[src/rtl/reset_sequencer.sv]
// Power-on / lock-loss / button / software reset sequencer. It qualifies PLL lock,
// holds both resets, then releases the peripheral reset ahead of the SoC reset.
module reset_sequencer #(
  parameter int LOCK_STABLE     = 64,
  parameter int HOLD_CYCLES     = 128,
  parameter int STAGGER_CYCLES  = 16,
  parameter int DEBOUNCE_CYCLES = 1024
) (
  input  logic       clock,
  input  logic       reset_n,
  input  logic       pll_lock,
  input  logic       ext_rst_n,
  input  logic       sw_rst_req,
  output logic       periph_reset,
  output logic       soc_reset,
  output logic       ready,
  output logic [1:0] reset_cause,
  output logic [7:0] reset_count
);

  localparam int MAX_A = (LOCK_STABLE > HOLD_CYCLES) ? LOCK_STABLE : HOLD_CYCLES;
  localparam int MAX_B = (STAGGER_CYCLES > DEBOUNCE_CYCLES) ? STAGGER_CYCLES : DEBOUNCE_CYCLES;
  localparam int MAX_P = (MAX_A > MAX_B) ? MAX_A : MAX_B;
  localparam int CW    = (MAX_P > 2) ? $clog2(MAX_P) : 1;

  localparam logic [CW-1:0] STABLE_LAST = CW'(LOCK_STABLE - 1);
  localparam logic [CW-1:0] HOLD_LAST   = CW'(HOLD_CYCLES - 1);
  localparam logic [CW-1:0] STAG_LAST   = CW'(STAGGER_CYCLES - 1);
  localparam logic [CW-1:0] DEB_LAST    = CW'(DEBOUNCE_CYCLES - 1);
  localparam logic [CW-1:0] CNT_ZERO    = CW'(0);
  localparam logic [CW-1:0] CNT_ONE     = CW'(1);

  typedef enum logic [2:0] {
    WAIT_LOCK  = 3'd0,
    STABLE     = 3'd1,
    HOLD       = 3'd2,
    REL_PERIPH = 3'd3,
    RUN        = 3'd4
  } state_t;

  state_t        state_r;
  logic [CW-1:0] cnt_r;
  logic          lock_meta_r;
  logic          lock_s;
  logic          btn_meta_r;
  logic          btn_s;
  logic [CW-1:0] deb_cnt_r;
  logic          deb_fired_r;
  logic          press_s;
  logic          restart_s;
  logic [1:0]    restart_cause_s;

  // Two-flop synchronizers; reset value 0 means "unlocked" and "button pressed".
  always_ff @(posedge clock or negedge reset_n) begin
    if (!reset_n) begin
      lock_meta_r <= 1'b0;
      lock_s      <= 1'b0;
      btn_meta_r  <= 1'b0;
      btn_s       <= 1'b0;
    end else begin
      lock_meta_r <= pll_lock;
      lock_s      <= lock_meta_r;
      btn_meta_r  <= ext_rst_n;
      btn_s       <= btn_meta_r;
    end
  end

  // Button debounce counter; the fired flag limits it to one press per low period.
  always_ff @(posedge clock or negedge reset_n) begin
    if (!reset_n) begin
      deb_cnt_r   <= CNT_ZERO;
      deb_fired_r <= 1'b0;
    end else if (btn_s) begin
      deb_cnt_r   <= CNT_ZERO;
      deb_fired_r <= 1'b0;
    end else begin
      if (deb_cnt_r != DEB_LAST) begin
        deb_cnt_r <= deb_cnt_r + CNT_ONE;
      end
      if (press_s) begin
        deb_fired_r <= 1'b1;
      end
    end
  end

  // Reset-request decode; a press outranks a software request.
  always_comb begin
    press_s         = 1'b0;
    restart_s       = 1'b0;
    restart_cause_s = 2'b11;
    if (!btn_s && (deb_cnt_r == DEB_LAST) && !deb_fired_r) begin
      press_s = 1'b1;
    end else begin
      press_s = 1'b0;
    end
    restart_s = press_s | sw_rst_req;
    if (press_s) begin
      restart_cause_s = 2'b10;
    end else begin
      restart_cause_s = 2'b11;
    end
  end

  // Sequencer FSM; outputs are registered alongside the state.
  always_ff @(posedge clock or negedge reset_n) begin
    if (!reset_n) begin
      state_r      <= WAIT_LOCK;
      cnt_r        <= CNT_ZERO;
      periph_reset <= 1'b1;
      soc_reset    <= 1'b1;
      ready        <= 1'b0;
      reset_cause  <= 2'b00;
      reset_count  <= 8'd0;
    end else begin
      case (state_r)
        WAIT_LOCK: begin
          if (lock_s) begin
            state_r <= STABLE;
            cnt_r   <= CNT_ZERO;
          end
        end
        STABLE: begin
          if (!lock_s) begin
            state_r     <= WAIT_LOCK;
            cnt_r       <= CNT_ZERO;
            reset_cause <= 2'b01;
          end else if (cnt_r == STABLE_LAST) begin
            state_r <= HOLD;
            cnt_r   <= CNT_ZERO;
          end else begin
            cnt_r <= cnt_r + CNT_ONE;
          end
        end
        HOLD, REL_PERIPH, RUN: begin
          if (!lock_s || restart_s) begin
            state_r      <= lock_s ? HOLD : WAIT_LOCK;
            cnt_r        <= CNT_ZERO;
            periph_reset <= 1'b1;
            soc_reset    <= 1'b1;
            ready        <= 1'b0;
            reset_cause  <= lock_s ? restart_cause_s : 2'b01;
            if ((state_r == RUN) && (reset_count != 8'd255)) begin
              reset_count <= reset_count + 8'd1;
            end
          end else if ((state_r == HOLD) && (cnt_r == HOLD_LAST)) begin
            state_r      <= REL_PERIPH;
            cnt_r        <= CNT_ZERO;
            periph_reset <= 1'b0;
          end else if ((state_r == REL_PERIPH) && (cnt_r == STAG_LAST)) begin
            state_r   <= RUN;
            cnt_r     <= CNT_ZERO;
            soc_reset <= 1'b0;
            ready     <= 1'b1;
          end else if (state_r != RUN) begin
            cnt_r <= cnt_r + CNT_ONE;
          end
        end
        default: begin
          state_r      <= WAIT_LOCK;
          cnt_r        <= CNT_ZERO;
          periph_reset <= 1'b1;
          soc_reset    <= 1'b1;
          ready        <= 1'b0;
        end
      endcase
    end
  end

endmodule

[config.mk]
export PLATFORM = sky130hd
export DESIGN_NAME = reset_sequencer
export DESIGN_NICKNAME = d
export VERILOG_FILES = /design/src/rtl/reset_sequencer.sv
export SDC_FILE = /design/constraint.sdc
export NUM_CORES = 1
export LEC_CHECK = 0
export CORE_MARGIN = 5
export CORE_UTILIZATION = 24
export DETAILED_ROUTE_END_ITERATION = 10
export PLACE_DENSITY_LB_ADDON = 0.1
export SYNTH_ARGS = -nofsm -noshare
export SYNTH_HDL_FRONTEND = slang
export SYNTH_SLANG_ARGS = --single-unit
[constraint.sdc]
create_clock -name clock -period 2.1 [get_ports clock]
set_input_delay 0.42 -clock clock [delete_from_list [all_inputs] [get_ports clock]]
set_output_delay 0.42 -clock clock [all_outputs]
set_load 0.03 [all_outputs]
==> results of run 1 <==
flip-flops by register name, indices dropped and copies added (netlist names):
register	cells
reset_count	8
soc_reset	1
lock_meta_r	1
btn_s	1
state_r	3
deb_fired_r	1
periph_reset	1
reset_cause	2
deb_cnt_r	10
cnt_r	10
btn_meta_r	1
ready	1
lock_s	1
what timing repair did:
| item | in CTS | in global routing |
|---|---|---|
| endpoints found under the hold margin | 0 | 0 |
| setup endpoints to repair | 0 | 4 |
| resized for setup | 0 | 4 |
synth_stat cells, drive strengths merged, types with 2 or more instances:
cell type | number | area (sq um)
nand2 | 24 | 90.1
mux2 | 3 | 33.8
nor3b | 2 | 15.0
a31o | 3 | 26.3
and3 | 3 | 18.8
a21oi | 12 | 67.6
a221o | 7 | 70.1
xor2 | 8 | 70.1
or2b | 2 | 16.3
and2 | 4 | 25.0
and4 | 3 | 27.5
buf | 5 | 43.8
ha | 3 | 37.5
dfstp | 2 | 52.6
or2 | 2 | 12.5
xnor2 | 4 | 35.0
dfrtp | 39 | 976
inv | 8 | 30.0
nor2 | 23 | 86.3
a2111oi | 2 | 36.3
nand4 | 9 | 62.6
o21ai | 3 | 18.8
a21o | 2 | 15.0
nor3 | 8 | 40.0
nand3 | 7 | 35.0
nor4 | 3 | 25.0
a31oi | 2 | 12.5
through the flow:
step / std cells / setup TNS (ps) / area (sq um) / hold slack [ps] / util [%]
after floorplan: 214 / 0 / 2160 / 124 / -
final: 373 / 0 / 2780 / 88.1 / 31.7
after global placement: 365 / -747 / 2660 / 332 / 30.4
after global routing: 373 / -4.55 / 2780 / 122 / 31.7
after detailed placement: 365 / -880 / 2660 / 339 / 30.4
after CTS: 373 / 0 / 2750 / 98.1 / 31.4
metal layers:
| layer | vias up | global-route usage, % |
|---|---|---|
| li1 | 880 | - |
| met1 | 812 | 14.1 |
| met2 | 18 | 14.5 |
| met3 | 6 | 2.47 |
| met4 | 0 | 3.01 |
| met5 | - | 0 |
worst max-delay path: stages, from the launching register on:
cell and delay (ps):
sky130_fd_sc_hd__dfrtp_1 410, sky130_fd_sc_hd__ha_1 220, sky130_fd_sc_hd__and3_1 210, sky130_fd_sc_hd__and4_2 280, sky130_fd_sc_hd__o21ai_4 210, sky130_fd_sc_hd__a21oi_2 60, sky130_fd_sc_hd__buf_4 150, sky130_fd_sc_hd__a221o_1 330
power groups by stage:
stage	clock, W	combinational [W]	sequential [W]
after floorplan	0	0.000294	0.000906
after global placement	0	0.000503	0.000898
after detailed placement	0	0.000503	0.000896
after CTS	0.000587	0.000504	0.000881
after global routing	0.000615	0.000559	0.000891
final	0.000547	0.000506	0.000880
area by class of cell:
type                       count  share of cell area [%]
clock buffer                   5                    2.48
sequential                    41                    37.0
tap                          108                    4.87
multi-input combinational    159                    38.7
inverter                       8                    1.08
clock inverter                 3                   0.766
timing repair buffer          49                    15.1
worst min path at each step:
| stage | start | to | cells after the start |
|---|---|---|---|
| after floorplan | reset_n | btn_meta_r | 0 |
| after global placement | lock_meta_r | lock_s | 0 |
| after detailed placement | lock_meta_r | lock_s | 0 |
| after CTS | reset_n | deb_cnt_r[0] | 1 |
| after global routing | reset_n | reset_count[4] | 1 |
| final | reset_n | deb_cnt_r[0] | 1 |
cells in the final DEF, fill, tap and decap left out, types with 2 or more instances in the layout:
cell,netlist,routed
sky130_fd_sc_hd__a21o_1,2,2
sky130_fd_sc_hd__a21oi_1,10,10
sky130_fd_sc_hd__a21oi_2,2,2
sky130_fd_sc_hd__a221o_1,7,7
sky130_fd_sc_hd__a31o_2,3,3
sky130_fd_sc_hd__a31oi_1,2,2
sky130_fd_sc_hd__and2_1,4,4
sky130_fd_sc_hd__and3_1,3,3
sky130_fd_sc_hd__and4_1,2,2
sky130_fd_sc_hd__buf_4,0,31
sky130_fd_sc_hd__clkbuf_8,0,5
sky130_fd_sc_hd__clkdlybuf4s50_1,0,16
sky130_fd_sc_hd__dfrtp_1,39,39
sky130_fd_sc_hd__dfstp_2,2,2
sky130_fd_sc_hd__ha_1,3,3
sky130_fd_sc_hd__inv_1,8,8
sky130_fd_sc_hd__mux2_2,3,3
sky130_fd_sc_hd__nand2_1,24,24
sky130_fd_sc_hd__nand3_1,7,7
sky130_fd_sc_hd__nand4_1,8,8
sky130_fd_sc_hd__nor2_1,23,23
sky130_fd_sc_hd__nor3_1,8,8
sky130_fd_sc_hd__nor4_1,2,2
sky130_fd_sc_hd__o21ai_0,2,2
sky130_fd_sc_hd__or2_2,2,2
sky130_fd_sc_hd__xnor2_1,4,4
sky130_fd_sc_hd__xor2_1,8,8
cell families (layout without fill, tap and decap cells):
family	count (synthesis)	after routing	synth area share, %
adders and majority gates	3	3	1.74
xor gates and xnor gates	12	12	4.87
muxes	4	4	2.03
and+or+nand+nor	98	98	24.1
AOI/OAI and AO/OA	42	42	16.0
DFF	41	41	47.7
buffers and inverters	14	65	3.59
==> impl_metrics.py, run 1 <==
metrics = {
    "critical_path": {
        "worst_setup_path_end": "cnt_r[7]",
        "endpoint_kind": "flop",
        "critical_path_peak_fanout": 4,
        "worst_ep_arrival_time_ps": 2180,
        "cp-start-kind": "flop",
        "worst-r2r-cell-count": 7,
        "cp-startpoint": "deb_cnt_r[0]",
        "required_ps": 2280,
        "worst-r2r-setup-slack_ps": 100,
        "critical_path_class": "flop to flop",
        "reg2reg_to": "cnt_r[7]",
        "reg2reg_from": "deb_cnt_r[0]",
    },
    "pwr": {
        "power.switching_w": 0.000613,
        "totalPowerFinal_w": 0.00193,
        "internal_power_w": 0.00132,
        "combinational_fraction_of_design_power_pct": 26.2,
        "max_ir_drop_vdd_mv": 0.262,
        "pwr-share-clk_pct": 28.3,
        "sequential_fraction_of_design_power_pct": 45.5,
        "power.share.switching_pct": 31.7,
        "p_leak_nw": 1.20,
        "power-per-cell-area_nw_per_um2": 696,
    },
    "finish": {
        "fin_nets": 272,
        "seqCellArea_sq_um": 1030,
        "nFillCells": 944,
        "antenna_cells_inserted": 0,
        "area_growth_pct": 28.6,
        "layout-drive-gt1-share_pct": 24.2,
        "area_of_the_multi_input_gates_sq_um": 1070,
    },
    "route": {
        "highest_signal_layer_in_the_routed_design": "met4",
        "remaining_drc_errors": 0,
        "detailed_route_wirelength_on_metal2_mm": 2.24,
        "route.vias.total": 1716,
        "wl_met3_um": 161,
        "detail_route.vias_per_cell": 4.60,
        "drtIter0Drc": 67,
        "routed_wl_mm": 5.08,
        "route.antenna.remaining_nets": 0,
        "wl_per_cell_um": 13.6,
        "routedLengthMet1_mm": 2.61,
        "pre_antenna_drt_iters": 4,
    },
    "grt": {
        "first_pass_grt_wire_length_mm": 8.88,
        "number_of_antenna_violations_at_the_first_check_in_global_routing": 0,
        "globalRouteOverflowTotal": 0,
        "grt_start_max_net_pins": 23,
        "global_route.usage.total_pct": 9.80,
        "first_global_vias": 1748,
    },
    "clock_network": {
        "cts_hold_buffers": 0,
        "max-clock-path-buffers": 2,
        "tritoncts_clock_tree": "done",
        "clkSinkCount": 41,
        "cts_htree_levels": 2,
        "root_buffer": "sky130_fd_sc_hd__clkbuf_8",
        "clk-insertion-delay-late_ps": 300,
        "cts.clk_slew.worst_paths_ps": 90,
        "post-cts-setup-buffer-count": 0,
        "numCtsBuffers": 5,
    },
    "sta": {
        "worst-slew-pin-transition_ps": 527,
        "setup_viol": 0,
        "fin_skew_ps": 7.89,
        "finalWorstPathRequiredPeriod_ps": 2000,
        "final-max-slew-violation-count": 0,
        "finalHoldViolations": 0,
        "period_share_pct": 95.3,
        "setup_ws_ps": 98.6,
        "slew-limit-headroom_pct": 64.9,
        "max_clock_freq_mhz": 500,
    },
    "die": {
        "floorplan.initialDensity_pct": 24.6,
        "placementRows": 34,
        "die_y_um": 105,
        "core-area_sq_um": 8760,
        "die_width_um": 105,
        "io_pins": 18,
        "total_die_area_sq_um": 11000,
    },
    "logic_synthesis": {
        "syn_nets": 222,
        "synth_warnings": 0,
        "synth.lib_cells_used.distinct": 56,
        "post_synth_instance_area_sq_um": 2160,
        "synth.avg_cell_area_sq_um": 10.1,
        "syn-instance-count": 214,
        "postSynth.asyncResetShare_pct": 100,
        "synth.yosys.seq_area_share_pct": 47.7,
        "synth_ff_type": "sky130_fd_sc_hd__dfrtp_1",
        "postSynthRegisterBits": 41,
        "number_of_enable_flip_flop_cells_after_synthesis": 0,
    },
    "place": {
        "worst_setup_timing_slack_at_the_placement_stage_ps": -152,
        "port_buffers": 17,
        "globalplace.congestion": 0.735,
        "place.detailed.hpwl_mm": 3.77,
    },
    "job": {
        "maxCapViolCount": 0,
    },
    "status": {
        "run_status": "complete, no violations",
    },
    "min_path": {
        "min-delay-path-class": "primary input to async pin",
    },
}
Note: power is estimated with default switching activity, not from simulation.
==> inputs of run 2 (changes only) <==
--- a/config.mk
+++ b/config.mk
@@ -7,8 +7,10 @@
 export LEC_CHECK = 0
 export CORE_MARGIN = 5
 export CORE_UTILIZATION = 24
+export CTS_CLUSTER_SIZE = 10
 export DETAILED_ROUTE_END_ITERATION = 10
 export PLACE_DENSITY_LB_ADDON = 0.1
 export SYNTH_ARGS = -nofsm -noshare
 export SYNTH_HDL_FRONTEND = slang
 export SYNTH_SLANG_ARGS = --single-unit
+export TNS_END_PERCENT = 100
==> results of run 2 <==
No change in the layout: final DEF, timing and power equal those of run 1.
